$ cat src/rtl/ship_placement_if.sv
// Handshake bundle between the placement controller and its user/display side.
// The master drives the buttons and cursor; the slave drives board state and grid writes.
interface ship_placement_if;
  logic        start;
  logic        place_btn;
  logic        rotate_btn;
  logic [3:0]  cursor_x;
  logic [3:0]  cursor_y;
  logic [3:0]  current_ship_length;
  logic        orientation;
  logic [2:0]  ship_count;
  logic        wr_en;
  logic [3:0]  wr_x;
  logic [3:0]  wr_y;
  logic [99:0] grid;
  logic        placed;
  logic        reject;
  logic        placement_done;
  logic        busy;

  modport master (
    output start, place_btn, rotate_btn, cursor_x, cursor_y,
    input  current_ship_length, orientation, ship_count, wr_en, wr_x, wr_y,
    input  grid, placed, reject, placement_done, busy
  );

  modport slave (
    input  start, place_btn, rotate_btn, cursor_x, cursor_y,
    output current_ship_length, orientation, ship_count, wr_en, wr_x, wr_y,
    output grid, placed, reject, placement_done, busy
  );
endinterface

$ cat src/rtl/ship_placement_controller.sv
// Places a fixed fleet (5,4,3,3,2) on a 10x10 board: per-cell collision scan, then
// per-cell commit with a grid write strobe.
//
// state  | meaning
// IDLE   | waiting for start, board inactive
// SELECT | user moves cursor, may rotate or request placement
// CHECK  | scanning one cell per cycle for bounds/overlap
// COMMIT | writing one cell per cycle into the grid
// DONE   | all five ships committed
module ship_placement_controller (
  input  logic              clk,
  input  logic              rst,
  ship_placement_if.slave   bus
);

  typedef enum logic [2:0] {
    S_IDLE,
    S_SELECT,
    S_CHECK,
    S_COMMIT,
    S_DONE
  } state_t;

  state_t      state_q, state_d;
  logic [2:0]  ship_count_q, ship_count_d;
  logic        orientation_q, orientation_d;
  logic [99:0] grid_q, grid_d;
  logic [3:0]  base_x_q, base_x_d;
  logic [3:0]  base_y_q, base_y_d;
  logic [2:0]  k_q, k_d;
  logic        placed_q, placed_d;
  logic        reject_q, reject_d;

  logic [3:0]  ship_len;
  logic [3:0]  cell_x;
  logic [3:0]  cell_y;
  logic [6:0]  cell_idx;
  logic        cell_in_range;
  logic        collision;
  logic        last_cell;

  always_comb begin
    case (ship_count_q)
      3'd0:    ship_len = 4'd5;
      3'd1:    ship_len = 4'd4;
      3'd2:    ship_len = 4'd3;
      3'd3:    ship_len = 4'd3;
      3'd4:    ship_len = 4'd2;
      default: ship_len = 4'd0;
    endcase
  end

  // Sums stay within 4 bits (at most 9+4); the index is only meaningful when in range.
  assign cell_x        = orientation_q ? base_x_q : (base_x_q + {1'b0, k_q});
  assign cell_y        = orientation_q ? (base_y_q + {1'b0, k_q}) : base_y_q;
  assign cell_in_range = (cell_x <= 4'd9) && (cell_y <= 4'd9);
  assign cell_idx      = ({3'b000, cell_y} * 7'd10) + {3'b000, cell_x};
  assign collision     = !cell_in_range || grid_q[cell_idx];
  assign last_cell     = ({1'b0, k_q} == (ship_len - 4'd1));

  always_ff @(posedge clk or posedge rst) begin
    if (rst) begin
      state_q       <= S_IDLE;
      ship_count_q  <= 3'd0;
      orientation_q <= 1'b0;
      grid_q        <= '0;
      base_x_q      <= 4'd0;
      base_y_q      <= 4'd0;
      k_q           <= 3'd0;
      placed_q      <= 1'b0;
      reject_q      <= 1'b0;
    end else begin
      state_q       <= state_d;
      ship_count_q  <= ship_count_d;
      orientation_q <= orientation_d;
      grid_q        <= grid_d;
      base_x_q      <= base_x_d;
      base_y_q      <= base_y_d;
      k_q           <= k_d;
      placed_q      <= placed_d;
      reject_q      <= reject_d;
    end
  end

  always_comb begin
    state_d       = state_q;
    ship_count_d  = ship_count_q;
    orientation_d = orientation_q;
    grid_d        = grid_q;
    base_x_d      = base_x_q;
    base_y_d      = base_y_q;
    k_d           = k_q;
    placed_d      = 1'b0;
    reject_d      = 1'b0;

    case (state_q)
      S_IDLE: begin
        if (bus.start) begin
          state_d       = S_SELECT;
          grid_d        = '0;
          ship_count_d  = 3'd0;
          orientation_d = 1'b0;
        end
      end

      S_SELECT: begin
        if (bus.start) begin
          state_d       = S_SELECT;
          grid_d        = '0;
          ship_count_d  = 3'd0;
          orientation_d = 1'b0;
        end else if (bus.place_btn) begin
          // Place takes priority; a coincident rotate press is dropped.
          state_d  = S_CHECK;
          base_x_d = bus.cursor_x;
          base_y_d = bus.cursor_y;
          k_d      = 3'd0;
        end else if (bus.rotate_btn) begin
          orientation_d = !orientation_q;
        end
      end

      S_CHECK: begin
        if (collision) begin
          state_d  = S_SELECT;
          reject_d = 1'b1;
          k_d      = 3'd0;
        end else if (last_cell) begin
          state_d = S_COMMIT;
          k_d     = 3'd0;
        end else begin
          k_d = k_q + 3'd1;
        end
      end

      S_COMMIT: begin
        grid_d[cell_idx] = 1'b1;
        if (last_cell) begin
          ship_count_d = ship_count_q + 3'd1;
          placed_d     = 1'b1;
          k_d          = 3'd0;
          state_d      = (ship_count_q == 3'd4) ? S_DONE : S_SELECT;
        end else begin
          k_d = k_q + 3'd1;
        end
      end

      S_DONE: begin
        if (bus.start) begin
          state_d       = S_SELECT;
          grid_d        = '0;
          ship_count_d  = 3'd0;
          orientation_d = 1'b0;
        end
      end

      default: state_d = S_IDLE;
    endcase
  end

  always_comb begin
    bus.current_ship_length = 4'd0;
    bus.wr_en               = 1'b0;
    bus.wr_x                = 4'd0;
    bus.wr_y                = 4'd0;
    if (state_q == S_SELECT || state_q == S_CHECK || state_q == S_COMMIT)
      bus.current_ship_length = ship_len;
    if (state_q == S_COMMIT) begin
      bus.wr_en = 1'b1;
      bus.wr_x  = cell_x;
      bus.wr_y  = cell_y;
    end
  end

  assign bus.orientation    = orientation_q;
  assign bus.ship_count     = ship_count_q;
  assign bus.grid           = grid_q;
  assign bus.placed         = placed_q;
  assign bus.reject         = reject_q;
  assign bus.placement_done = (state_q == S_DONE);
  assign bus.busy           = (state_q == S_CHECK) || (state_q == S_COMMIT);

endmodule

$ cat src/flat_wrapper.sv
// flat-port wrapper written by rule: the top's interface ports become plain ports
module ship_placement_controller_flat 
  (clk, rst, bus_start, bus_place_btn, bus_rotate_btn, bus_cursor_x, bus_cursor_y, bus_current_ship_length, bus_orientation, bus_ship_count, bus_wr_en, bus_wr_x, bus_wr_y, bus_grid, bus_placed, bus_reject, bus_placement_done, bus_busy);
  ship_placement_if bus_i ();
  input  logic clk;
  input  logic rst;
  input wire logic [$bits(bus_i.start)-1:0] bus_start;
  input wire logic [$bits(bus_i.place_btn)-1:0] bus_place_btn;
  input wire logic [$bits(bus_i.rotate_btn)-1:0] bus_rotate_btn;
  input wire logic [$bits(bus_i.cursor_x)-1:0] bus_cursor_x;
  input wire logic [$bits(bus_i.cursor_y)-1:0] bus_cursor_y;
  output wire logic [$bits(bus_i.current_ship_length)-1:0] bus_current_ship_length;
  output wire logic [$bits(bus_i.orientation)-1:0] bus_orientation;
  output wire logic [$bits(bus_i.ship_count)-1:0] bus_ship_count;
  output wire logic [$bits(bus_i.wr_en)-1:0] bus_wr_en;
  output wire logic [$bits(bus_i.wr_x)-1:0] bus_wr_x;
  output wire logic [$bits(bus_i.wr_y)-1:0] bus_wr_y;
  output wire logic [$bits(bus_i.grid)-1:0] bus_grid;
  output wire logic [$bits(bus_i.placed)-1:0] bus_placed;
  output wire logic [$bits(bus_i.reject)-1:0] bus_reject;
  output wire logic [$bits(bus_i.placement_done)-1:0] bus_placement_done;
  output wire logic [$bits(bus_i.busy)-1:0] bus_busy;
  assign bus_i.start = bus_start;
  assign bus_i.place_btn = bus_place_btn;
  assign bus_i.rotate_btn = bus_rotate_btn;
  assign bus_i.cursor_x = bus_cursor_x;
  assign bus_i.cursor_y = bus_cursor_y;
  assign bus_current_ship_length = bus_i.current_ship_length;
  assign bus_orientation = bus_i.orientation;
  assign bus_ship_count = bus_i.ship_count;
  assign bus_wr_en = bus_i.wr_en;
  assign bus_wr_x = bus_i.wr_x;
  assign bus_wr_y = bus_i.wr_y;
  assign bus_grid = bus_i.grid;
  assign bus_placed = bus_i.placed;
  assign bus_reject = bus_i.reject;
  assign bus_placement_done = bus_i.placement_done;
  assign bus_busy = bus_i.busy;
  ship_placement_controller u_core (.clk(clk), .rst(rst), .bus(bus_i));
endmodule
$ cat config.mk
export PLATFORM = sky130hd
export DESIGN_NAME = ship_placement_controller_flat
export DESIGN_NICKNAME = d
export VERILOG_FILES = /design/src/rtl/ship_placement_if.sv /design/src/rtl/ship_placement_controller.sv /design/src/flat_wrapper.sv
export SDC_FILE = /design/constraint.sdc
export NUM_CORES = 1
export LEC_CHECK = 0
export BUFFER_PORTS_ARGS = -buffer_cell sky130_fd_sc_hd__buf_2
export CAP_MARGIN = 5
export CORE_MARGIN = 10
export CORE_UTILIZATION = 30
export CTS_CLUSTER_SIZE = 20
export DETAILED_ROUTE_END_ITERATION = 10
export PLACE_DENSITY = 0.49
export SETUP_SLACK_MARGIN = 0.02
export SYNTH_ARGS = -nofsm -noshare
export SYNTH_HDL_FRONTEND = slang
export SYNTH_SLANG_ARGS = --single-unit
$ cat constraint.sdc
create_clock -name clk -period 7.6 [get_ports clk]
set_input_delay 2.28 -clock clk [delete_from_list [all_inputs] [get_ports clk]]
set_output_delay 2.28 -clock clk [all_outputs]
set_load 0.02 [all_outputs]
==> results of run 1 <==
final timing paths:
kind	startpoint	end	slack (ns)
min reg2reg	u_core.bus.grid[18]$_DFFE_PP0P_	u_core.bus.grid[18]$_DFFE_PP0P_	0.50
min in group asynchronous	rst	u_core.bus.grid[56]$_DFFE_PP0P_	1.95
max reg2reg	u_core.k_q[0]$_DFFE_PP0P_	u_core.bus.reject$_DFF_PP0_	2.27
min	u_core.bus.grid[18]$_DFFE_PP0P_	u_core.bus.grid[18]$_DFFE_PP0P_	0.50
max in group asynchronous	rst	u_core.bus.grid[80]$_DFFE_PP0P_	4.26
max	u_core.k_q[0]$_DFFE_PP0P_	u_core.bus.reject$_DFF_PP0_	2.27
placed cells by master, fill, tap and decap left out, types with 13 or more instances in the layout:
cell type	synthesis	routed
dfrtp_1	120	120
nor2_1	52	52
clkbuf_16	0	17
o21ai_0	101	101
inv_1	14	13
mux2i_1	23	23
mux2_2	17	17
ha_1	18	18
nand2_1	132	131
buf_2	6	132
nand3_1	18	18
a31oi_1	25	25
a21oi_1	14	14
kinds of logic after synthesis:
group,Yosys count,share of synthesized area
compound gates,195,0.185
xor+xnor,13,0.0173
fa+ha+maj,22,0.0465
buf+inv,58,0.0377
flops,120,0.457
mux,48,0.0903
other cells,1,0.000571
simple gates,249,0.166
critical path, stage by stage (launching register included):
cell	delay (ns)
dfrtp_1	0.48
ha_1	0.29
fa_1	0.44
mux2i_1	0.26
inv_1	0.08
ha_1	0.89
clkinv_1	0.87
nor2_1	0.68
o2bb2ai_1	0.17
a22oi_1	0.13
a311oi_1	0.37
o21a_1	0.20
o31a_1	0.23
nor2b_1	0.15
registers in the layout, indices dropped and copies added, names as in the netlist:
| register | cells |
|---|---|
| u_core.state_q | 3 |
| u_core.bus.placed | 1 |
| u_core.base_x_q | 4 |
| u_core.bus.ship_count | 3 |
| u_core.k_q | 3 |
| u_core.bus.reject | 1 |
| u_core.base_y_q | 4 |
| u_core.bus.grid | 100 |
| u_core.bus.orientation | 1 |
cell type report:
cell class,count,share of cell area
multi-input combinational,528,0.412
sequential,120,0.372
timing repair buffer,139,0.0883
clock buffer,19,0.0561
tap,280,0.0434
clock inverter,13,0.0209
inverter,15,0.00728
per-stage QoR:
stage / hold slack (ns) / setup WS (ns) / util
2_1_floorplan: 0.504 / 2.13 / -
3_3_place_gp: 0.479 / 2.27 / 0.344
3_5_place_dp: 0.495 / 2.28 / 0.344
4_1_cts: 0.509 / 2.25 / 0.373
5_1_grt: 0.531 / 1.87 / 0.373
6_report: 0.499 / 2.27 / 0.373
per-layer routing:
metal  up-vias  GRT usage
li1       2744          -
met3        22     0.0452
met1      2818      0.212
met2       166      0.252
met5         -          0
met4         0     0.0530
==> reports/results.ini, run 1 <==
[route]
drcViolationCount=0
wirelength_met1_mm=10.6
vias_per_cell=5.16
vias=5750
firstDrtPassIters=5
highest_layer=met4
wl_met2_mm=10.7
met3_length_mm=1.18
wirelength_mm=22.9
ant_nets=0
drtIter0Drc=357
wl_per_cell_um=20.6

[status]
status=complete, no violations

[timing]
fin_tns_setup_ns=0
tightestPinTransition_ns=1.25
finalClockSkew_ns=0.0131
finalCritPeriodShare=0.701
rsz0062_at_grt=no
fmax_mhz=188
finalMaxSlewViolations=0
hold_violations=0
fin_crit_ns=5.33
slew_headroom=0.162
setup_violations=0

[global_route]
grt_overflow_total=0
grt_use_total=0.162
grt_pass1_wl_mm=35.9
antenna_found_initial=0
grt_max_degree=86
grt_pass1_vias=5851

[clock_tree]
cts.htree.levels=4
cts_max_path_buffers=2
clockRootBuffer=clkbuf_16
cts_buffers=17
cts_resized=0
tritoncts=done
cts.sinks=120
cts_setup_buffers=0
hold_buffers=0
clk_latency_ns=0.43
path_clk_slew_ns=0.06

[layout]
ff_latch_area_sq_um=3000
fin_area_sq_um=8080
drive_gt1_frac=0.251
diodes=0
fin_nets=856
multi_input_area_sq_um=3330
fill_cells=2237
layoutNonFillerInstCount=1114
area_growth_pct=23.0

[die]
fp.dieH_um=168
rows=54
die-area_sq_um=28200
ios=134
fp.dieW_um=168
core_area_sq_um=21700
initial_utilization=0.303

[worst_hold_path]
min_path_type=reg2reg
holdPathStages=2

[worst_setup_path]
critPathLaunchType=flop
r2r_cells=13
cp.arrival_ns=5.67
critPathKind=reg2reg
worst_ep_required_time_ns=7.95
cp_max_fo=23
crit_path_end_kind=flop

[job]
maxCapViolCount=0

[synthesis]
synth_most_common_cell=nand2_1
synth_edf_count=0
synthFlopType=dfrtp_1
synth_top_area_cell=dfrtp_1
yosysWarnings=0
synth-async-reset-ratio=1.00
syn_area_sq_um=6570
synthCells=706
synth_area_leaders=dfrtp_1 (46%), o21ai_0 (7.7%), nand2_1 (7.5%)
yosysTopAreaCellShare=0.457
yosys_register_bits=120
yosysUniqueCellTypes=62
avgSynthCellArea_sq_um=9.30
postSynthNetCount=741
synth_common_cells=nand2_1 (132), dfrtp_1 (120), o21ai_0 (101)
ys_seq_area_frac=0.457

[placement]
portBuffers=132
post-place-cells=1082
gp_congestion=0.769
post_dp_cell_area_sq_um=7460
hpwlAfterDp_mm=16.0

Power of run 1 is not shown: default switching activity piles up to over one toggle a cycle in this logic, so the estimate is an artifact.
==> run 2, diff against run 1 <==
--- a/config.mk
+++ b/config.mk
@@ -11,7 +11,7 @@
 export CORE_UTILIZATION = 30
 export CTS_CLUSTER_SIZE = 20
 export DETAILED_ROUTE_END_ITERATION = 10
-export PLACE_DENSITY = 0.49
+export PLACE_DENSITY = 0.51
 export SETUP_SLACK_MARGIN = 0.02
 export SYNTH_ARGS = -nofsm -noshare
 export SYNTH_HDL_FRONTEND = slang
==> constraint.sdc (replaced) <==
create_clock -name clk -period 4.85 [get_ports clk]
set_input_delay 1.455 -clock clk [delete_from_list [all_inputs] [get_ports clk]]
set_output_delay 1.455 -clock clk [all_outputs]
set_load 0.02 [all_outputs]
==> run 2 against run 1 <==
Utilization increased by 0.52 points; via count increased by 2.9%; first-iteration DRC count decreased by 4.2%; wire length increased by 0.72%; fmax increased by 17%; flip-flop and latch count unchanged; critical path depth increased by 1; register-to-register slack got worse by 2.0 ns; global-route usage increased by 0.097 points; die area unchanged; sequential share of layout area decreased by 0.51 points; final area increased by 1.4%; critical path type unchanged.
==> reports/results.ini, run 2 (synthesized netlist as in run 1, its figures left out) <==
[clock_tree]
clk_latency_ns=0.43
clockRootBuffer=clkbuf_16
path_clk_slew_ns=0.06
cts.sinks=120
cts_buffers=17
cts_resized=0
cts_setup_buffers=0
hold_buffers=0
cts.htree.levels=4
cts_max_path_buffers=2
tritoncts=done

[route]
firstDrtPassIters=5
drtIter0Drc=342
vias=5914
vias_per_cell=5.24
drcViolationCount=0
ant_nets=0
wl_per_cell_um=20.4
wirelength_mm=23.1

[timing]
finalClockSkew_ns=0.00868
fmax_mhz=219
fin_ws_ns=0.291
slew_headroom=0.377
tightestPinTransition_ns=0.934
rsz0062_at_grt=no
fin_tns_setup_ns=0
finalMaxSlewViolations=0
finalCritPeriodShare=0.940
setup_violations=0
fin_crit_ns=4.56
hold_violations=0

[layout]
diodes=0
multi_input_area_sq_um=3370
area_growth_pct=24.7
ff_latch_area_sq_um=3000
final_cell_mix=buf_2 (132), nand2_1 (131), dfrtp_1 (120), o21ai_0 (100), nor2_1 (52)
fill_cells=2236
final_common_cell=buf_2
largest_reg_flops=100
fin_nets=870
drive_gt1_frac=0.270

[die]
core_area_sq_um=21700
initial_utilization=0.303
ios=134
fp.dieW_um=168
fp.dieH_um=168
rows=54
die-area_sq_um=28200

[worst_setup_path]
crit_path_end_kind=flop
worst_ep_required_time_ns=5.17
cp_max_fo=7
critPathLaunchType=flop
cp.arrival_ns=4.88
r2r_cells=14
critPathKind=reg2reg

[placement]
gp_congestion=0.815
post-place-ws_ns=0.186
portBuffers=132
hpwlAfterDp_mm=16.4

[worst_hold_path]
min_path_type=reg2reg
holdPathStages=2

[job]
maxCapViolCount=0

[global_route]
antenna_found_initial=0
grt_overflow_total=0
grt_max_degree=86
grt_pass1_vias=6053
grt_pass1_wl_mm=36.3
grt_use_total=0.163

[status]
status=complete, no violations

run 2: final cells by class:
type	instances	share of cell area
Clock inverter	15	0.0191
Timing Repair Buffer	153	0.101
Multi-Input combinational cell	528	0.411
Inverter	15	0.00718
Tap cell	280	0.0428
Sequential cell	120	0.367
Clock buffer	17	0.0519
run 2: worst paths after layout:
check                                               startpoint                              end  slack, ns
max in group asynchronous                                  rst  u_core.bus.grid[81]$_DFFE_PP0P_       2.84
worst max register to register       u_core.k_q[0]$_DFFE_PP0P_    u_core.state_q[1]$_DFFE_PP0P_       0.29
min in group asynchronous                                  rst  u_core.bus.grid[17]$_DFFE_PP0P_       1.18
worst min-delay path            u_core.bus.grid[3]$_DFFE_PP0P_   u_core.bus.grid[3]$_DFFE_PP0P_       0.49
worst min register to register  u_core.bus.grid[3]$_DFFE_PP0P_   u_core.bus.grid[3]$_DFFE_PP0P_       0.49
worst max-delay path                 u_core.k_q[0]$_DFFE_PP0P_    u_core.state_q[1]$_DFFE_PP0P_       0.29
run 2: through the flow:
| stage | utilization | hold WS, ns | instances | area, sq um |
|---|---|---|---|---|
| floorplan | - | 0.504 | 706 | 6570 |
| global placement | 0.349 | 0.478 | 1096 | 7570 |
| detailed placement | 0.349 | 0.480 | 1096 | 7570 |
| CTS | 0.376 | 0.494 | 1128 | 8160 |
| global route | 0.378 | 0.525 | 1128 | 8190 |
| finish | 0.378 | 0.489 | 1128 | 8190 |
run 2: critical path: stages, from the launching register on:
cell	delay [ns]
dfrtp_1	0.45
ha_1	0.27
fa_1	0.38
xnor2_1	0.13
a21oi_1	0.37
ha_1	0.36
ha_1	0.35
a21o_1	0.23
nor4_2	0.52
xnor2_2	0.24
buf_4	0.22
o311a_1	0.11
o21a_1	0.22
or3_1	0.40
o41ai_2	0.20
run 2: routing by layer:
layer / vias up / GRT usage / wire length (um)
li1: 2766 / - / -
met1: 2935 / 0.213 / 10500
met3: 22 / 0.0459 / 1450
met5: - / 0 / 0
met4: 0 / 0.0413 / 293
met2: 191 / 0.260 / 10800
Power of run 2 is left out for the same reason.
